File: src/rtl/seven_seg_scan.sv
// Multiplexed 7-segment driver: scans DIGITS nibbles over one shared segment bus with
// leading-zero blanking, per-digit decimal points, a guard interval and frame-synchronous loads.
module seven_seg_scan #(
  parameter int unsigned DIGITS         = 4,
  parameter int unsigned DIV            = 1000,
  parameter int unsigned GUARD          = 2,
  parameter bit          HEX_EN         = 1'b0,
  parameter bit          SEG_ACTIVE_LOW = 1'b0,
  parameter bit          DIG_ACTIVE_LOW = 1'b0
) (
  input  logic                  clk,
  input  logic                  rst_n,
  input  logic                  en,
  input  logic                  load,
  input  logic [4*DIGITS-1:0]   bcd_in,
  input  logic [DIGITS-1:0]     dp_in,
  input  logic                  blank_lz,
  output logic [6:0]            seg,
  output logic                  dp,
  output logic [DIGITS-1:0]     dig_sel,
  output logic                  frame_done
);

  localparam int unsigned PW = $clog2(DIV);
  localparam int unsigned IW = $clog2(DIGITS);
  localparam logic [PW-1:0] PLast  = PW'(DIV - 1);
  localparam logic [PW-1:0] GuardP = PW'(GUARD);
  localparam logic [IW-1:0] IdxLast = IW'(DIGITS - 1);

  logic [PW-1:0]          p_q, p_d;
  logic [IW-1:0]          idx_q, idx_d;
  logic [4*DIGITS-1:0]    pend_q, pend_d, act_q, act_d;
  logic [DIGITS-1:0]      pend_dp_q, pend_dp_d, act_dp_q, act_dp_d;
  logic                   pend_v_q, pend_v_d;
  logic [6:0]             seg_q, seg_d;
  logic                   dp_q, dp_d;
  logic [DIGITS-1:0]      dig_q, dig_d;
  logic                   fd_q, fd_d;

  logic                   slot_end, wrap, xfer;
  logic [3:0]             nib_cur;
  logic                   dp_cur, blank_cur, zero_run;
  logic [DIGITS-1:0]      dig_cur, upper_zero;

  function automatic logic [6:0] decode(input logic [3:0] n);
    logic [6:0] s;
    case (n)
      4'h0:    s = 7'h7E;
      4'h1:    s = 7'h30;
      4'h2:    s = 7'h6D;
      4'h3:    s = 7'h79;
      4'h4:    s = 7'h33;
      4'h5:    s = 7'h5B;
      4'h6:    s = 7'h5F;
      4'h7:    s = 7'h70;
      4'h8:    s = 7'h7F;
      4'h9:    s = 7'h7B;
      4'hA:    s = HEX_EN ? 7'h77 : 7'h00;
      4'hB:    s = HEX_EN ? 7'h1F : 7'h00;
      4'hC:    s = HEX_EN ? 7'h4E : 7'h00;
      4'hD:    s = HEX_EN ? 7'h3D : 7'h00;
      4'hE:    s = HEX_EN ? 7'h4F : 7'h00;
      default: s = HEX_EN ? 7'h47 : 7'h00;
    endcase
    return s;
  endfunction

  assign slot_end = (p_q == PLast);
  assign wrap     = en && slot_end && (idx_q == IdxLast);
  // With the scan stopped there is no frame to tear, so pending data moves across at once.
  assign xfer     = !en || wrap;

  always_comb begin
    p_d   = '0;
    idx_d = '0;
    if (en) begin
      if (slot_end) begin
        p_d   = '0;
        idx_d = (idx_q == IdxLast) ? '0 : idx_q + 1'b1;
      end else begin
        p_d   = p_q + 1'b1;
        idx_d = idx_q;
      end
    end
  end

  always_comb begin
    pend_d    = pend_q;
    pend_dp_d = pend_dp_q;
    pend_v_d  = pend_v_q;
    act_d     = act_q;
    act_dp_d  = act_dp_q;
    if (load) begin
      if (xfer) begin
        act_d    = bcd_in;
        act_dp_d = dp_in;
        pend_v_d = 1'b0;
      end else begin
        pend_d    = bcd_in;
        pend_dp_d = dp_in;
        pend_v_d  = 1'b1;
      end
    end else if (xfer && pend_v_q) begin
      act_d    = pend_q;
      act_dp_d = pend_dp_q;
      pend_v_d = 1'b0;
    end
  end

  // upper_zero[k]: nibble k and every nibble above it are zero.
  always_comb begin
    upper_zero = '0;
    zero_run   = 1'b1;
    for (int k = int'(DIGITS) - 1; k >= 0; k--) begin
      zero_run      = zero_run && (act_q[4*k +: 4] == 4'h0);
      upper_zero[k] = zero_run;
    end
  end

  always_comb begin
    nib_cur   = '0;
    dp_cur    = 1'b0;
    blank_cur = 1'b0;
    dig_cur   = '0;
    for (int k = 0; k < int'(DIGITS); k++) begin
      if (idx_q == IW'(k)) begin
        nib_cur    = act_q[4*k +: 4];
        dp_cur     = act_dp_q[k];
        blank_cur  = blank_lz && (k != 0) && upper_zero[k];
        dig_cur[k] = 1'b1;
      end
    end
  end

  always_comb begin
    seg_d = (en && !blank_cur) ? decode(nib_cur) : 7'h00;
    dp_d  = en && dp_cur;
    dig_d = (en && (p_q >= GuardP)) ? dig_cur : '0;
    fd_d  = wrap;
  end

  always_ff @(posedge clk or negedge rst_n) begin
    if (!rst_n) begin
      p_q       <= '0;
      idx_q     <= '0;
      pend_q    <= '0;
      pend_dp_q <= '0;
      pend_v_q  <= 1'b0;
      act_q     <= '0;
      act_dp_q  <= '0;
      seg_q     <= '0;
      dp_q      <= 1'b0;
      dig_q     <= '0;
      fd_q      <= 1'b0;
    end else begin
      p_q       <= p_d;
      idx_q     <= idx_d;
      pend_q    <= pend_d;
      pend_dp_q <= pend_dp_d;
      pend_v_q  <= pend_v_d;
      act_q     <= act_d;
      act_dp_q  <= act_dp_d;
      seg_q     <= seg_d;
      dp_q      <= dp_d;
      dig_q     <= dig_d;
      fd_q      <= fd_d;
    end
  end

  // Registers hold active-high values; polarity is applied at the pins so reset is inactive.
  assign seg        = SEG_ACTIVE_LOW ? ~seg_q : seg_q;
  assign dp         = SEG_ACTIVE_LOW ? ~dp_q : dp_q;
  assign dig_sel    = DIG_ACTIVE_LOW ? ~dig_q : dig_q;
  assign frame_done = fd_q;

endmodule

File: config.mk
export PLATFORM = sky130hd
export DESIGN_NAME = seven_seg_scan
export DESIGN_NICKNAME = d
export VERILOG_FILES = /design/src/rtl/seven_seg_scan.sv
export SDC_FILE = /design/constraint.sdc
export NUM_CORES = 1
export LEC_CHECK = 0
export CAP_MARGIN = 40
export CORE_MARGIN = 1
export CORE_UTILIZATION = 52
export CTS_BUF_LIST = sky130_fd_sc_hd__clkbuf_8
export DETAILED_ROUTE_END_ITERATION = 10
export PLACE_DENSITY = 0.86
export REMOVE_ABC_BUFFERS = 1
export SYNTH_ARGS = -nofsm -noshare
export SYNTH_HDL_FRONTEND = slang
export SYNTH_SLANG_ARGS = --single-unit
File: constraint.sdc
create_clock -name clk -period 2 [get_ports clk]
set_clock_uncertainty 0.05 [all_clocks]
set_input_delay 0.4 -clock clk [delete_from_list [all_inputs] [get_ports clk]]
set_output_delay 0.4 -clock clk [all_outputs]
set_load 0.1 [all_outputs]
-- Word level (Yosys, flattened, before mapping)
Memories as Yosys holds them, arrays and structs flattened.
Index checks and enable logic that the tools add are counted.
- register bits: 66
- memory bits (read-only): 112
- bits of input ports: 25
- output and inout port bits: 13
- word-level logic and storage cells: 74
- memories: 1
- memories (memory ; depth ; bits a word ; rd ports ; clocked after Yosys merged registers in ; wr ports ; RTL line ; source):
    (no name shown) ; 16 ; 7 ; 1 ; 0 ; 0 ; 47 ; case (n)
- add/sub/neg operators: 2
- $lt $le $gt $ge: 1
- equal/unequal tests: 6
- muxes and demuxes: 31
- bitwise gates (word level): 1
- reductions and logical operators: 21
- operator list (operator ; number):
    2-to-1 mux 16 bit ; 3
    2-to-1 mux 4 bit ; 8
    2-to-1 mux 10 bit ; 2
    2-to-1 mux 1 bit ; 14
    zero test 4 bit ; 3
    logical AND 1 bit ; 11
    adder 10 x 1 -> 10 bit (second input constant) ; 1
    == test 10 bit (second input constant) ; 1
    greater-or-equal comparator 10 x 2 -> 1 bit (second input constant) ; 1
    2-to-1 mux 7 bit ; 1
    2-to-1 mux 2 bit ; 3
    == test 2 bit (second input constant) ; 2
    inequality test 2 x 1 -> 1 bit (second input constant) ; 2
    AND reduction 2 bit ; 2
    adder 2 x 1 -> 2 bit (second input constant) ; 1
    == test 2 x 1 -> 1 bit (second input constant) ; 1
    zero test 1 bit ; 2
    zero test 2 bit ; 1
    nonzero test 2 bit ; 1
    logical OR 1 bit ; 1
    NOT 1 bit ; 1

-- Depth between registers and ports, before layout
Gate-level depths: netlist of the first run.
- depth after elaboration: 10
- depth in mapped cells: 10

-- Worst setup path after synthesis of the first run
No wires, ideal clock.
- path type: register to register
- start point: register idx_q[0]
- end point: register seg_q[3] (netlist: seg[3])
- setup time: 86 ps
- arrival: 2071 ps
- data required time: 1864 ps
- setup slack: -208 ps
- cell stages (with the launch flop): 11
- path buffers: 0
- period minus slack after synthesis: 2208 ps
- cell sequence: dfrtp_1 -> inv_1 -> ha_1 -> or2_1 -> a221oi_1 -> nor2_1 -> inv_1 -> ha_1 -> nor4_1 -> a211oi_1 -> nor3_1
- cells in the longest elaborated chain, start to end: 7
- elaborated cells between the ends (all ways): 15
- those cells by class: eq/ne (3); mux (8); reduce/logical (3); memory (1)
- ends and longest elaborated chain (item ; RTL line ; source):
    from (decl) ; 31 ; logic [IW-1:0] idx_q, idx_d;
    from (signal assigned) ; 157 ; idx_q <= idx_d;
    zero test 2 bit / == test 2 x 1 -> 1 bit (equally long branches) ; 126 ; if (idx_q == IW'(k)) begin
    2-to-1 mux 4 bit / 2-to-1 mux 1 bit (equally long branches) (3 in series) ; 126 ;
    2-to-1 mux 4 bit / zero test 1 bit (equally long branches) ; 126, 136 ;
    memory (16 x 7 bit) / logical AND 1 bit (equally long branches) ; -- ;
    2-to-1 mux 7 bit * ; 136 ; seg_d = (en && !blank_cur) ? decode(nib_cur) : 7'h00;
    named net seg_d[3] ; 35 ; logic [6:0] seg_q, seg_d;
    to (signal assigned) ; 163 ; seg_q <= seg_d;
    to (decl) ; 35 ;
Mark *: on every way through the listed nets, which the timed path passes. The rest lies on a longest branch.
A chain may end at the register's enable or synchronous reset.

-- Worst setup path in the final report of the first run
Ends and elaborated chain as after synthesis.

==> results of run 1 <==
worst max-delay path, stage by stage, from the launching register on:
cell      delay (ps)
dfrtp_2          490
inv_4            110
ha_4             150
nor2b_4          250
a22o_1           200
o221a_4          240
ha_1             280
nor4_2           200
a211oi_1          90
nor3_1           140
area by class of cell:
class	instances	area (µm²)
clock inverter	3	38.8
fill	297	1110
sequential	66	1650
inverter	8	42.5
multi-input combinational	197	1920
timing repair buffer	91	926
tap	75	93.8
clock buffer	12	165
how the worst min path moves through the flow:
stage	start	slack [ps]	end
floorplan	rst_n	50	act_dp_q[0]
global placement	rst_n	380	pend_dp_q[2]
detailed placement	rst_n	390	pend_dp_q[2]
CTS	rst_n	20	dp
global route	rst_n	30	dp
finish	rst_n	-10	dp
report_power, final:
part           internal, mW  switching [mW]
clock network         0.665           0.519
logic                 0.520           0.671
registers              1.50           0.168
total                  2.68            1.36
cell usage in the layout (no fill, tap or decap), drive strengths merged, types with 9 or more instances in the layout:
| cell | instances |
|---|---|
| mux2 | 20 |
| clkbuf | 12 |
| mux2i | 21 |
| dfrtp | 66 |
| inv | 9 |
| buf | 68 |
| nor2 | 43 |
| ha | 11 |
| a21oi | 28 |
| clkdlybuf4s50 | 23 |
timing repair:
action                     CTS  global route
hold buffers                 0             0
gates resized for setup     66            65
setup endpoints to repair   47            47
setup buffers               12             5
gates cloned                 9             0
pin swaps                   16            12
hold endpoints to repair     0             0
logic make-up after synthesis:
| family | after synthesis | share of synthesized area (%) |
|---|---|---|
| flip-flops | 66 | 51.2 |
| AND/OR/NAND/NOR | 88 | 13.8 |
| XOR/XNOR | 8 | 2.17 |
| AO/OA/AOI/OAI | 46 | 9.24 |
| adder cells (fa/ha/maj) | 11 | 4.27 |
| multiplexers | 41 | 15.8 |
| buffers and inverters | 19 | 3.45 |
sequential cells by signal, summed over array words and instances, names as in the netlist:
register    cells
act_dp_q        4
dig_sel         4
idx_q           2
pend_dp_q       4
pend_q         16
seg             7
p_q            10
pend_v_q        1
frame_done      1
act_q          16
dp              1
metrics by stage:
stage	power, mW	hold slack [ps]
after CTS	3.79	16.5
after global placement	2.43	385
final	4.04	-13.2
after global routing	4.16	25.5
after floorplan	2.15	54.4
after detailed placement	2.47	390
per-layer routing:
metal	GRT usage (%)	part of all wire [%]	vias to the layer above
met2	54.0	50	185
li1	-	-	1178
met3	7.19	6.9	62
met1	36.7	37	1449
met4	22.3	5.8	0
met5	0	0	-
==> flow_metrics.env, run 1 <==
export IMPL_synth_commonest_cells="dfrtp_1, nor2_1, a21oi_1"
export IMPL_initial_core_util_pct=54.1
export IMPL_synth_distinct_cells=42
export IMPL_overflow=0
export IMPL_drive_gt1_share_pct=48.5
export IMPL_ir_drop_uv=737
export IMPL_grt_total_usage_pct=32.2
export IMPL_post_route_util_pct=81.3
export IMPL_clk_latency_ps=360
export IMPL_end_kind="register"
export IMPL_p_leak_nw=2.13
export IMPL_critPathMaxFanout=5
export IMPL_finalSetupViolations=47
export IMPL_fin_crit_sh_pct=114
export IMPL_io_buffers=37
export IMPL_worst_pin_slew_ps=495
export IMPL_numCtsBuffers=9
export IMPL_endpoint="seg[3]"
export IMPL_htree_levels=3
export IMPL_route_detailed_drc=0
export IMPL_drv_slew=0
export IMPL_max_freq_mhz=437
export IMPL_cap_viol_max_count=0
export IMPL_ys_flop_type="dfrtp_1"
export IMPL_cp_arrival_ps=2510
export IMPL_yosys_warnings=0
export IMPL_wire_per_inst_um=24.6
export IMPL_nets=409
export IMPL_syn_avg_cell_area_um2=11.6
export IMPL_clockBufferDepth=2
export IMPL_core_um2=5960
export IMPL_grt_max_degree=67
export IMPL_hold_viol_final=14
export IMPL_antenna_found_initial=0
export IMPL_tns_ps=-8210
export IMPL_root_buffer="clkbuf_8"
export IMPL_r2r_end="seg[3]"
export IMPL_async_flop_share_pct=100
export IMPL_start_kind="register"
export IMPL_drt_iter0_markers=314
export IMPL_r2r_slack_ps=-290
export IMPL_relSlewSlack_pct=66.7
export IMPL_ys_seq_elements=66
export IMPL_placed_cells=416
export IMPL_placed_area_um2=3880
export IMPL_yosys_cell_count_top_type="dfrtp_1"
export IMPL_grt_pass1_vias=2901
export IMPL_post_place_ws_ps=-504
export IMPL_powerDensity_nw_per_um2=834
export IMPL_dp_hpwl_um=4690
export IMPL_fin_crit_ps=2290
export IMPL_antenna_cells=0
export IMPL_yosys_area_top_type_share_pct=51.2
export IMPL_synthTopCellsByArea="dfrtp_1, mux2_4, mux2i_1"
export IMPL_critPathKind="register to register"
export IMPL_dr_pass1_iters=5
export IMPL_ios=38
export IMPL_grt_first_pass_wirelength_um=15000
export IMPL_reg2reg_depth=9
export IMPL_status="complete, but fails checks"
export IMPL_instances_no_fill=452
export IMPL_routed_wl_um=11100
export IMPL_worstReg2RegStart="idx_q[0]"
export IMPL_clk_pin_slew_ps=70
export IMPL_die_y_um=80.7
export IMPL_die_x_um=80.7
export IMPL_holdWs_ps=-13.2
export IMPL_startpoint="idx_q[0]"
export IMPL_ys_seq_area_share_pct=51.2
export IMPL_area_growth_pct=50.2
export IMPL_hold_class="input port to asynchronous set/reset pin"
export IMPL_cts_tree="yes"
export IMPL_place_congestion=0.876
export IMPL_worst_ep_required_time_ps=2220
export IMPL_yosys_area_top_type="dfrtp_1"
export IMPL_cts_sinks=66
export IMPL_final_area_um2=4840
export IMPL_ant_nets=0
export IMPL_rsz0062_at_grt="true"
export IMPL_vias=2874
export IMPL_syn_cell_area_um2=3220
export IMPL_rows=28
export IMPL_syn_inst=279
export IMPL_vias_per_cell=6.36
export IMPL_violations="hold timing, setup timing"
export IMPL_worst_slack_ps=-289
export IMPL_synth_edf_count=0
export IMPL_die_area_um2=6520
(Power assumes the default switching activity.)
==> run 2, diff against run 1 <==
Settings changed: CORE_MARGIN 1 to 2, GPL_ROUTABILITY_DRIVEN set to 0, TNS_END_PERCENT set to 10.
==> flow_metrics.env, run 2 (synthesis gave the netlist of run 1 again) <==
export IMPL_cp_arrival_ps=2460
export IMPL_antenna_found_initial=0
export IMPL_fin_crit_sh_pct=113
export IMPL_relSlewSlack_pct=60.5
export IMPL_rows=28
export IMPL_rsz0062_at_grt="true"
export IMPL_grt_total_usage_pct=26.9
export IMPL_totalPowerFinal_mw=3.65
export IMPL_grt_first_pass_wirelength_um=13300
export IMPL_ir_drop_uv=630
export IMPL_worst_pin_slew_ps=588
export IMPL_critPathMaxFanout=5
export IMPL_hold_class="register to register"
export IMPL_placed_area_um2=3860
export IMPL_grt_pass1_vias=2579
export IMPL_holdWs_ps=464
export IMPL_worst_ep_required_time_ps=2210
export IMPL_max_freq_mhz=444
export IMPL_fin_crit_ps=2250
export IMPL_drive_gt1_share_pct=36.9
export IMPL_critPathKind="register to register"
export IMPL_die_x_um=82.7
export IMPL_violations="setup timing"
export IMPL_final_area_um2=4400
export IMPL_use_met1_pct=34.5
export IMPL_overflow=0
export IMPL_status="complete, but fails checks"
export IMPL_cpMostUsedCell="inv_4"
export IMPL_vias=2542
export IMPL_antenna_cells=0
export IMPL_clk_latency_ps=350
export IMPL_met2_usage_pct=43.1
export IMPL_routed_wl_um=8320
export IMPL_drv_slew=0
export IMPL_slowest_delay_ps=490
export IMPL_root_buffer="clkbuf_8"
export IMPL_route_detailed_drc=0
export IMPL_fill_cells=389
export IMPL_vias_per_cell=5.73
export IMPL_critical_path_cell_chain="inv_4 > ha_4 > nor2b_4 > a22o_1 > o221a_4 > inv_4 > ha_2 > nor4_4 > a211oi_2 > nor3_1"
export IMPL_seq_area_um2=1650
export IMPL_top_usage_layer="met2"
export IMPL_end_kind="register"
export IMPL_multi_input_area_um2=1690
export IMPL_die_area_um2=6850
export IMPL_slowest_stage="dfrtp_2"
export IMPL_clk_pin_slew_ps=70
export IMPL_dp_hpwl_um=4770
export IMPL_initial_core_util_pct=54.1
export IMPL_hold_viol_final=0
export IMPL_cts_tree="yes"
export IMPL_powerDensity_nw_per_um2=829
export IMPL_die_y_um=82.7
export IMPL_numCtsBuffers=9
export IMPL_core_um2=5960
export IMPL_drt_iter0_markers=176
export IMPL_finalSetupViolations=37
export IMPL_htree_levels=3
export IMPL_dr_pass1_iters=5
export IMPL_nets=400
export IMPL_io_buffers=37
export IMPL_clockBufferDepth=2
export IMPL_top_regs="act_q: 16 flops, pend_q: 16 flops, p_q: 10 flops"
export IMPL_grt_max_degree=26
export IMPL_met3_usage_pct=6.20
export IMPL_final_cell_mix="dfrtp_1, buf_4, nor2_1, a21oi_1, clkdlybuf4s50_1"
export IMPL_cts_sinks=66
export IMPL_ant_nets=0
export IMPL_tns_ps=-1770
export IMPL_wire_per_inst_um=18.7
export IMPL_cap_viol_max_count=0
export IMPL_worst_slack_ps=-252
export IMPL_p_leak_nw=2.02
export IMPL_start_kind="register"
export IMPL_ios=38
export IMPL_area_growth_pct=36.5
export IMPL_layout_cells_most_common="dfrtp_1"
run 2: cell count changes in the layout (fill, tap and decap cells not counted), sizes merged, moves of 2 or more:
cell / previous run / this run
clkbuf: 12 / 9
and3: 5 / 3
inv: 9 / 12
buf: 68 / 59
run 2: critical path: cells and delay by family, from the launching register on:
family	cells	cell delay, ps
buffers and inverters	2	170
flip-flops	1	490
adder cells (fa/ha/maj)	2	330
AO/OA/AOI/OAI	3	550
AND/OR/NAND/NOR	3	580
run 2: metrics by stage:
stage,utilization [%],setup slack (ps),cells
detailed placement,64.8,-424,415
global placement,64.8,-209,415
global route,73.9,-340,444
finish,73.9,-252,444
CTS,73.2,-100,442
floorplan,-,-557,268
run 2: final cells by class:
class / instances / share of cell area (%)
clock buffer: 9 / 2.81
timing repair buffer: 84 / 16.9
clock inverter: 7 / 1.25
sequential: 66 / 37.6
tap: 75 / 2.13
inverter: 8 / 0.853
multi-input combinational: 195 / 38.4
run 2: final timing paths:
| kind | from | endpoint | slack (ps) | depth (start not counted) |
|---|---|---|---|---|
| worst max-delay path | idx_q[1] | seg[6] | -250 | 10 |
| worst min-delay path | pend_q[1] | pend_q[1] | 460 | 1 |
| worst max register to register | idx_q[1] | seg[6] | -250 | 10 |
| worst min register to register | pend_q[1] | pend_q[1] | 460 | 1 |
| max in group asynchronous | rst_n | act_q[11] | 730 | 3 |
| min in group asynchronous | rst_n | pend_q[14] | 500 | 2 |
run 2: metal layers:
layer,share of wire (%),vias up
met2,50,109
met4,2.7,0
li1,-,1159
met1,42,1252
met3,5.5,22
met5,0,-
run 2: power by group:
part           internal (mW)  total, mW  leakage [nW]  switching [mW]
logic                  0.428      0.987          1.11           0.559
registers               1.50       1.61         0.805           0.116
clock network          0.554       1.05         0.108           0.497
total                   2.48       3.65          2.02            1.17
run 2: repair_timing:
item | 4_1_cts | 5_1_grt
buffers inserted | 8 | 2
setup endpoints to repair | 47 | 47
pin swaps | 24 | 4
resized for setup | 46 | 6
hold endpoints to repair | 20 | 0
hold buffers | 1 | 0
gates cloned | 2 | 0
==> run 3, diff against run 2 <==
Settings changed: CORE_UTILIZATION 52 to 58, PLACE_DENSITY 0.86 to 0.9.
Clock period 2 ns to 2.4 ns, I/O delays scaled along.
==> flow_metrics.env, run 3 (synthesis gave the netlist of run 1 again) <==
export IMPL_reg2reg_depth=10
export IMPL_critPathKind="register to register"
export IMPL_numCtsBuffers=9
export IMPL_grt_pass1_vias=2349
export IMPL_end_kind="register"
export IMPL_vias_per_cell=5.78
export IMPL_clk_pin_slew_ps=80
export IMPL_drt_iter0_markers=125
export IMPL_die_x_um=78.6
export IMPL_root_buffer="clkbuf_8"
export IMPL_r2r_end="seg[6]"
export IMPL_nets=362
export IMPL_worstReg2RegStart="idx_q[1]"
export IMPL_route_detailed_drc=0
export IMPL_worst_ep_required_time_ps=2620
export IMPL_critical_path_cell_chain="inv_1 > ha_1 > nor2b_4 > a22o_1 > o221a_2 > inv_1 > ha_1 > nor4_1 > a211oi_1 > nor3_1"
export IMPL_cp_top_family="simple AND/OR/NAND/NOR gates"
export IMPL_cts_tree="yes"
export IMPL_io_buffers=37
export IMPL_ios=38
export IMPL_p_leak_nw=1.82
export IMPL_ant_nets=0
export IMPL_die_y_um=78.6
export IMPL_post_route_util_pct=72.8
export IMPL_clk_latency_ps=350
export IMPL_tns_ps=0
export IMPL_fin_crit_ps=2380
export IMPL_hold_class="input port to asynchronous set/reset pin"
export IMPL_cp_num_buf_inv=2
export IMPL_antenna_cells=0
export IMPL_routed_wl_um=6800
export IMPL_r2r_slack_ps=20
export IMPL_startpoint="idx_q[1]"
export IMPL_wire_per_inst_um=16.9
export IMPL_relSlewSlack_pct=65.8
export IMPL_slowest_stage="dfrtp_1"
export IMPL_core_um2=5440
export IMPL_vias=2328
export IMPL_hold_buffers=0
export IMPL_die_area_um2=6170
export IMPL_worst_pin_slew_ps=510
export IMPL_slowest_delay_ps=430
export IMPL_dr_pass1_iters=4
export IMPL_rsz0062_at_grt="true"
export IMPL_start_kind="register"
export IMPL_area_growth_pct=22.8
export IMPL_grt_max_degree=67
export IMPL_grt_total_usage_pct=23.5
export IMPL_cap_viol_max_count=0
export IMPL_initial_core_util_pct=59.3
export IMPL_final_cell_mix="dfrtp_1, nor2_1, a21oi_1, clkdlybuf4s50_1"
export IMPL_rows=27
export IMPL_status="completed"
export IMPL_dp_hpwl_um=4250
export IMPL_fin_crit_sh_pct=99.1
export IMPL_antenna_found_initial=0
export IMPL_hold_viol_final=0
export IMPL_grt_first_pass_wirelength_um=10800
export IMPL_finalSetupViolations=0
export IMPL_cts_sinks=66
export IMPL_critPathMaxFanout=5
export IMPL_htree_levels=3
export IMPL_drv_slew=0
export IMPL_powerDensity_nw_per_um2=798
export IMPL_top_regs="act_q: 16 flops, pend_q: 16 flops, p_q: 10 flops"
export IMPL_drive_gt1_share_pct=23.3
export IMPL_cp_arrival_ps=2600
export IMPL_max_freq_mhz=421
export IMPL_holdWs_ps=68.0
export IMPL_layout_cells_most_common="dfrtp_1"
export IMPL_ir_drop_uv=458
export IMPL_overflow=0
export IMPL_clockBufferDepth=2
-- run 3: how the worst max path moves through the flow --
stage,end,slack [ps],cells past startpoint
final,seg[6],20,10
after global routing,seg[6],-50,10
after CTS,seg[3],10,10
after detailed placement,seg[3],-150,10
after global placement,seg[3],110,10
after floorplan,act_dp_q[0],-160,5
-- run 3: repair_timing --
action	CTS	global route
resized for setup	4	6
pin swaps	0	1
setup endpoints to repair	4	7
setup buffers	1	1
-- run 3: where the power goes --
| part | internal, mW | switching (mW) |
|---|---|---|
| Combinational | 0.273 | 0.411 |
| Sequential | 1.25 | 0.0948 |
| Clock | 0.689 | 0.447 |
-- run 3: layer usage --
layer | part of all wire [%] | GRT usage, % | wire length (µm) | vias to the layer above
met3 | 5.9 | 6.44 | 402 | 29
met5 | 0 | 0 | 0 | -
met4 | 3.9 | 16.5 | 264 | 0
met2 | 50 | 38.5 | 3400 | 85
met1 | 40 | 26.6 | 2740 | 1134
li1 | - | - | - | 1080
-- run 3: area by class of cell --
| class | instances | area (µm²) |
|---|---|---|
| Clock buffer | 9 | 124 |
| Clock inverter | 7 | 116 |
| Fill cell | 349 | 1480 |
| Inverter | 8 | 30.0 |
| Multi-Input combinational cell | 194 | 1520 |
| Sequential cell | 66 | 1650 |
| Tap cell | 72 | 90.1 |
| Timing Repair Buffer | 47 | 433 |
-- run 3: metrics by stage --
stage	setup WS (ps)	power, mW	cell area, µm²	instances
floorplan	-157	1.79	3140	268
global placement	105	1.98	3650	385
detailed placement	-146	2.00	3650	385
CTS	10.2	3.15	3920	402
global route	-55.0	3.28	3960	403
finish	22.1	3.16	3960	403
